===== src/rtl/nat_seq_gen.sv =====
// Arithmetic-sequence operand source for the summation pipeline.
// Streams first_val, first_val+step, ... over valid/ready and pulses done when the run ends.
module nat_seq_gen #(
  parameter int N_MAX = 512,
  parameter int DW    = 10,
  parameter int CW    = 10
) (
  input  logic          clk,
  input  logic          reset,
  input  logic          start,
  input  logic [DW-1:0] first_val,
  input  logic [CW-1:0] count,
  input  logic [3:0]    step,
  output logic [DW-1:0] op_data,
  output logic          op_valid,
  input  logic          op_ready,
  output logic          op_last,
  output logic          busy,
  output logic          done,
  output logic          overflow
);

  typedef enum logic [1:0] {IDLE, RUN, DONE} state_t;

  state_t        state_q, state_d;
  logic [DW-1:0] data_q, data_d;
  logic          valid_q, valid_d;
  logic          last_q, last_d;
  logic          busy_q, busy_d;
  logic          done_q, done_d;
  logic          ovf_q, ovf_d;
  logic [CW-1:0] rem_q, rem_d;
  logic [3:0]    step_q, step_d;

  logic [CW-1:0] clamped;
  logic [DW:0]   sum;

  assign clamped = (count > CW'(N_MAX)) ? CW'(N_MAX) : count;
  // The extra top bit of sum is the carry that flags a wrapped operand.
  assign sum     = {1'b0, data_q} + {{(DW - 3){1'b0}}, step_q};

  always_comb begin
    state_d = state_q;
    data_d  = data_q;
    valid_d = valid_q;
    last_d  = last_q;
    busy_d  = 1'b0;
    done_d  = 1'b0;
    ovf_d   = ovf_q;
    rem_d   = rem_q;
    step_d  = step_q;
    case (state_q)
      IDLE: begin
        if (start) begin
          step_d = step;
          rem_d  = clamped;
          ovf_d  = 1'b0;
          if (clamped == '0) begin
            state_d = DONE;
            done_d  = 1'b1;
          end else begin
            state_d = RUN;
            data_d  = first_val;
            valid_d = 1'b1;
            last_d  = (clamped == CW'(1));
            busy_d  = 1'b1;
          end
        end
      end
      RUN: begin
        busy_d = 1'b1;
        if (valid_q && op_ready) begin
          if (last_q) begin
            state_d = DONE;
            data_d  = '0;
            valid_d = 1'b0;
            last_d  = 1'b0;
            rem_d   = '0;
            busy_d  = 1'b0;
            done_d  = 1'b1;
          end else begin
            data_d = sum[DW-1:0];
            rem_d  = rem_q - CW'(1);
            last_d = (rem_q == CW'(2));
            if (sum[DW]) ovf_d = 1'b1;
          end
        end
      end
      DONE: begin
        state_d = IDLE;
      end
      default: begin
        state_d = IDLE;
      end
    endcase
  end

  always_ff @(posedge clk) begin
    if (!reset) begin
      state_q <= IDLE;
      data_q  <= '0;
      valid_q <= 1'b0;
      last_q  <= 1'b0;
      busy_q  <= 1'b0;
      done_q  <= 1'b0;
      ovf_q   <= 1'b0;
      rem_q   <= '0;
      step_q  <= '0;
    end else begin
      state_q <= state_d;
      data_q  <= data_d;
      valid_q <= valid_d;
      last_q  <= last_d;
      busy_q  <= busy_d;
      done_q  <= done_d;
      ovf_q   <= ovf_d;
      rem_q   <= rem_d;
      step_q  <= step_d;
    end
  end

  assign op_data  = data_q;
  assign op_valid = valid_q;
  assign op_last  = last_q;
  assign busy     = busy_q;
  assign done     = done_q;
  assign overflow = ovf_q;

endmodule


===== config.mk =====
export PLATFORM = sky130hd
export DESIGN_NAME = nat_seq_gen
export DESIGN_NICKNAME = d
export VERILOG_FILES = /design/src/rtl/nat_seq_gen.sv
export SDC_FILE = /design/constraint.sdc
export NUM_CORES = 1
export LEC_CHECK = 0
export ABC_AREA = 1
export ABC_CLOCK_PERIOD_IN_PS = 2100
export CAP_MARGIN = 20
export CORE_MARGIN = 5
export CORE_UTILIZATION = 24
export CTS_BUF_LIST = sky130_fd_sc_hd__clkbuf_2 sky130_fd_sc_hd__clkbuf_4 sky130_fd_sc_hd__clkbuf_8
export CTS_CLUSTER_SIZE = 25
export DETAILED_ROUTE_END_ITERATION = 10
export GPL_TIMING_DRIVEN = 0
export PLACE_DENSITY_LB_ADDON = 0.3
export SLEW_MARGIN = 20
export SYNTH_ARGS = -nofsm -noshare
export SYNTH_HDL_FRONTEND = slang
export SYNTH_SLANG_ARGS = --single-unit

===== constraint.sdc =====
create_clock -name clk -period 2.1 [get_ports clk]
set_input_delay 0.42 -clock clk [delete_from_list [all_inputs] [get_ports clk]]
set_output_delay 0.42 -clock clk [all_outputs]
set_load 0.02 [all_outputs]

==> reports/summary.txt <==
Outcome: completed
Port Buffer Count: 42
Total GRT Usage: 0.127
WP data arrival: 2.12 ns
Initial core utilization: 0.243
Post-route cell area: 0.00263 mm2
Iter 0 DRT Violations: 130
WP depth: 14
I/O pins: 43
CTS tree: done
Global-route wire length before repair: 10.1 mm
Clk_lat worst skew: 0.28 ns
Storage element area: 621 um2
Crit-path most repeated cell: nand2_4
Largest buffer count on any clock path: 2
# Post-CTS Setup Buffers: 0
Vias in the first global route: 2025
Vias/cell: 4.64
Setup CP Type: in -> reg
Post-placement cell area: 0.00252 mm2
RSZ-0062 raised after global routing: false
Slew headroom: 0.534
Pwr per Cell Area: 699 mW/mm2
Std cell rows: 33
Static Leak: 1.10 nW
TritonCTS Buffers: 5
Worst setup path endpoint: op_last$_SDFFE_PN0P_
N_diodes: 0
Crit path buf inv count: 2
P&R area growth vs syn: 33.6%
Post-route DRC: 0
Final setup fails: 0
Worst setup SP type: input port
Initial antenna violation count: 0
Clk root buf: clkbuf_8
Die height: 101 um
Pwr Total: 0.00183 W
Total of max-cap violations: 0
DP HPWL: 4.59 mm
R2R depth: 10
Via count: 2083
Fmax: 0.517 GHz
Tightest Pin Transition: 0.700 ns
Fillers: 906
CP required: 2.28 ns
Top Family by Delay on Critical Path: simple AND/OR/NAND/NOR gates
Fin crit period: 1.93 ns
Min Hold Slack: 0.494 ns
Core Area: 0.00809 mm2
H-Tree Depth: 2
Post-synthesis cell type count: 37
Crit. Startpoint: count[5]
FF-to-FF End: op_data[6]$_SDFFE_PN0P_
Layout Skew: 0.00687 ns
Max Transition Viols Final: 0
CTS Sinks: 31
Max FO, Critical Path: 10
Syn_nets: 329
Cell area after synthesis: 0.00197 mm2
Fraction of layout cells with a size suffix above 1: 0.113
Final nets: 378
Syn Area/Cell: 6.69 um2
FF+latch count, synth: 31
Critical Path End Type: flip-flop
Remaining global-route overflow: 0
R2R Setup Slk: 0.20 ns
Die Area: 0.0101 mm2
Crit-path cells: clkdlybuf4s50_1 -> nor2_1 -> and2_4 -> nand2_2 -> nand2_4 -> o21ai_2 -> nand2_2 -> nor2_4 -> nand2_4 -> nand2_4 -> buf_12 -> nand2_1 -> nand2_1 -> nor2_1
Wire length per cell: 13.5 um
WL final: 6.04 mm
VDD IR max: 0.268 mV
Clock-pin slew on the worst setup and hold paths: 0.07 ns
Worst path slowest cell: clkdlybuf4s50_1
Largest net degree at the start of global routing: 11
Hold Fails Final Rpt: 0
Final worst-path cycle share: 0.921
Footprint of the multi-input gates: 0.00118 mm2
DIE WIDTH: 101 um
First-pass detailed-route iteration total: 4
Worst hold-check path type: reg -> reg
Gpl congestion: 0.819
Synthesis Warnings: 0
Reg-to-reg startpoint: op_data[0]$_SDFFE_PN0P_
Sequential area share after synthesis: 0.316
Syn Inst Count: 294
Post-route antenna net violation count: 0
Max stage delay on crit path: 0.54 ns
-- sequential cells by signal (all words and copies together), names as in the netlist --
signal / flops
op_data: 10
rem_q: 10
step_q: 4
state_q: 2
busy: 1
done: 1
op_last: 1
op_valid: 1
overflow: 1
-- worst reg2reg max path, stage by stage, from the launching register on --
cell and delay [ns]:
dfxtp_1 0.33, ha_1 0.27, fa_1 0.44, nand3_1 0.14
nand3_2 0.12, a21oi_1 0.15, nor2_1 0.05, a21oi_1 0.11
nand3_1 0.09, nand2_1 0.06, nor2_1 0.04
-- layout by cell type (no fill, tap or decap), types with 2 or more instances in the layout --
master / netlist / final
nand2_4: 3 / 3
a22oi_1: 3 / 3
dfxtp_1: 31 / 31
a21oi_2: 3 / 3
nand2_1: 60 / 60
nor3_1: 8 / 8
nand2_2: 8 / 8
nand4_1: 7 / 7
clkdlybuf4s50_1: 0 / 42
buf_2: 3 / 3
nor2_2: 4 / 4
a31oi_1: 4 / 4
o21ai_0: 14 / 14
a21oi_1: 21 / 21
clkbuf_1: 3 / 3
inv_2: 3 / 3
nor2_1: 39 / 39
inv_1: 23 / 23
clkbuf_8: 0 / 7
ha_1: 6 / 6
o21bai_1: 2 / 2
nand3_1: 32 / 31
-- per-layer routing --
layer,vias to the layer above,track usage,wire length [um]
met5,-,0,0
met1,948,0.171,2890
met2,51,0.198,2800
li1,1079,-,-
met3,5,0.0304,285
met4,0,0.0404,73
-- worst min path at each step --
stage	to	slack, ns	start	cells past startpoint
2_1_floorplan	step_q[0]$_SDFFE_PN0P_	0.46	step_q[0]$_SDFFE_PN0P_	2
3_3_place_gp	step_q[0]$_SDFFE_PN0P_	0.48	step_q[0]$_SDFFE_PN0P_	2
5_1_grt	step_q[0]$_SDFFE_PN0P_	0.53	step_q[0]$_SDFFE_PN0P_	2
4_1_cts	step_q[3]$_SDFFE_PN0P_	0.50	step_q[3]$_SDFFE_PN0P_	2
3_5_place_dp	step_q[3]$_SDFFE_PN0P_	0.48	step_q[3]$_SDFFE_PN0P_	2
6_report	step_q[3]$_SDFFE_PN0P_	0.49	step_q[3]$_SDFFE_PN0P_	2
-- per-stage QoR --
step,utilization,setup TNS [ns],setup WS [ns],std cells
6_report,0.325,0,0.166,449
2_1_floorplan,-,0,0.308,294
5_1_grt,0.325,0,0.0262,449
3_5_place_dp,0.311,-1.76,-0.150,441
4_1_cts,0.324,0,0.151,449
3_3_place_gp,0.311,-1.51,-0.135,441
-- synthesized netlist by cell type (all sizes together) --
cell     n  area share
a221oi   1      0.0045
a21oi   24       0.067
nor3     8       0.020
nor4     1      0.0032
o31ai    1      0.0038
a32o     1      0.0051
clkinv   1      0.0019
buf      6       0.027
o22ai    1      0.0032
ha       6       0.038
nor2    44       0.093
a31oi    4       0.013
o21bai   2      0.0076
o21ai   16       0.043
clkbuf   3      0.0057
or2      1      0.0032
and2     1      0.0045
o211ai   1      0.0038
nand4    7       0.022
a22oi    3       0.011
inv     26       0.050
xor2     1      0.0045
dfxtp   31        0.32
nand2   71        0.16
nand3   32       0.081
fa       1       0.010
-- logic make-up after synthesis --
family	count (synthesis)	synth area share
compound gates	54	0.162
xor+xnor	1	0.00446
fa+ha+maj	7	0.0484
buf+inv	36	0.0847
flops	31	0.316
simple gates	165	0.385
-- repair_timing --
| item | 4_1_cts | 5_1_grt |
|---|---|---|
| resized for setup | 0 | 1 |
| setup endpoints to repair | 0 | 2 |
| hold buffers | 0 | 0 |
-- area by class of cell --
| type | instances | share of cell area |
|---|---|---|
| sequential | 31 | 0.236 |
| tap | 105 | 0.0500 |
| multi-input combinational | 227 | 0.451 |
| buffer | 9 | 0.0248 |
| inverter | 27 | 0.0386 |
| clock buffer | 8 | 0.0395 |
| timing repair buffer | 42 | 0.160 |
-- power breakdown --
part           leakage, nW  switching, W  internal [W]
Clock               0.0549      0.000234      0.000312
Combinational        0.785      0.000335      0.000245
Sequential           0.256     0.0000604      0.000649
No activity file was read; power rests on OpenSTA's default activity.
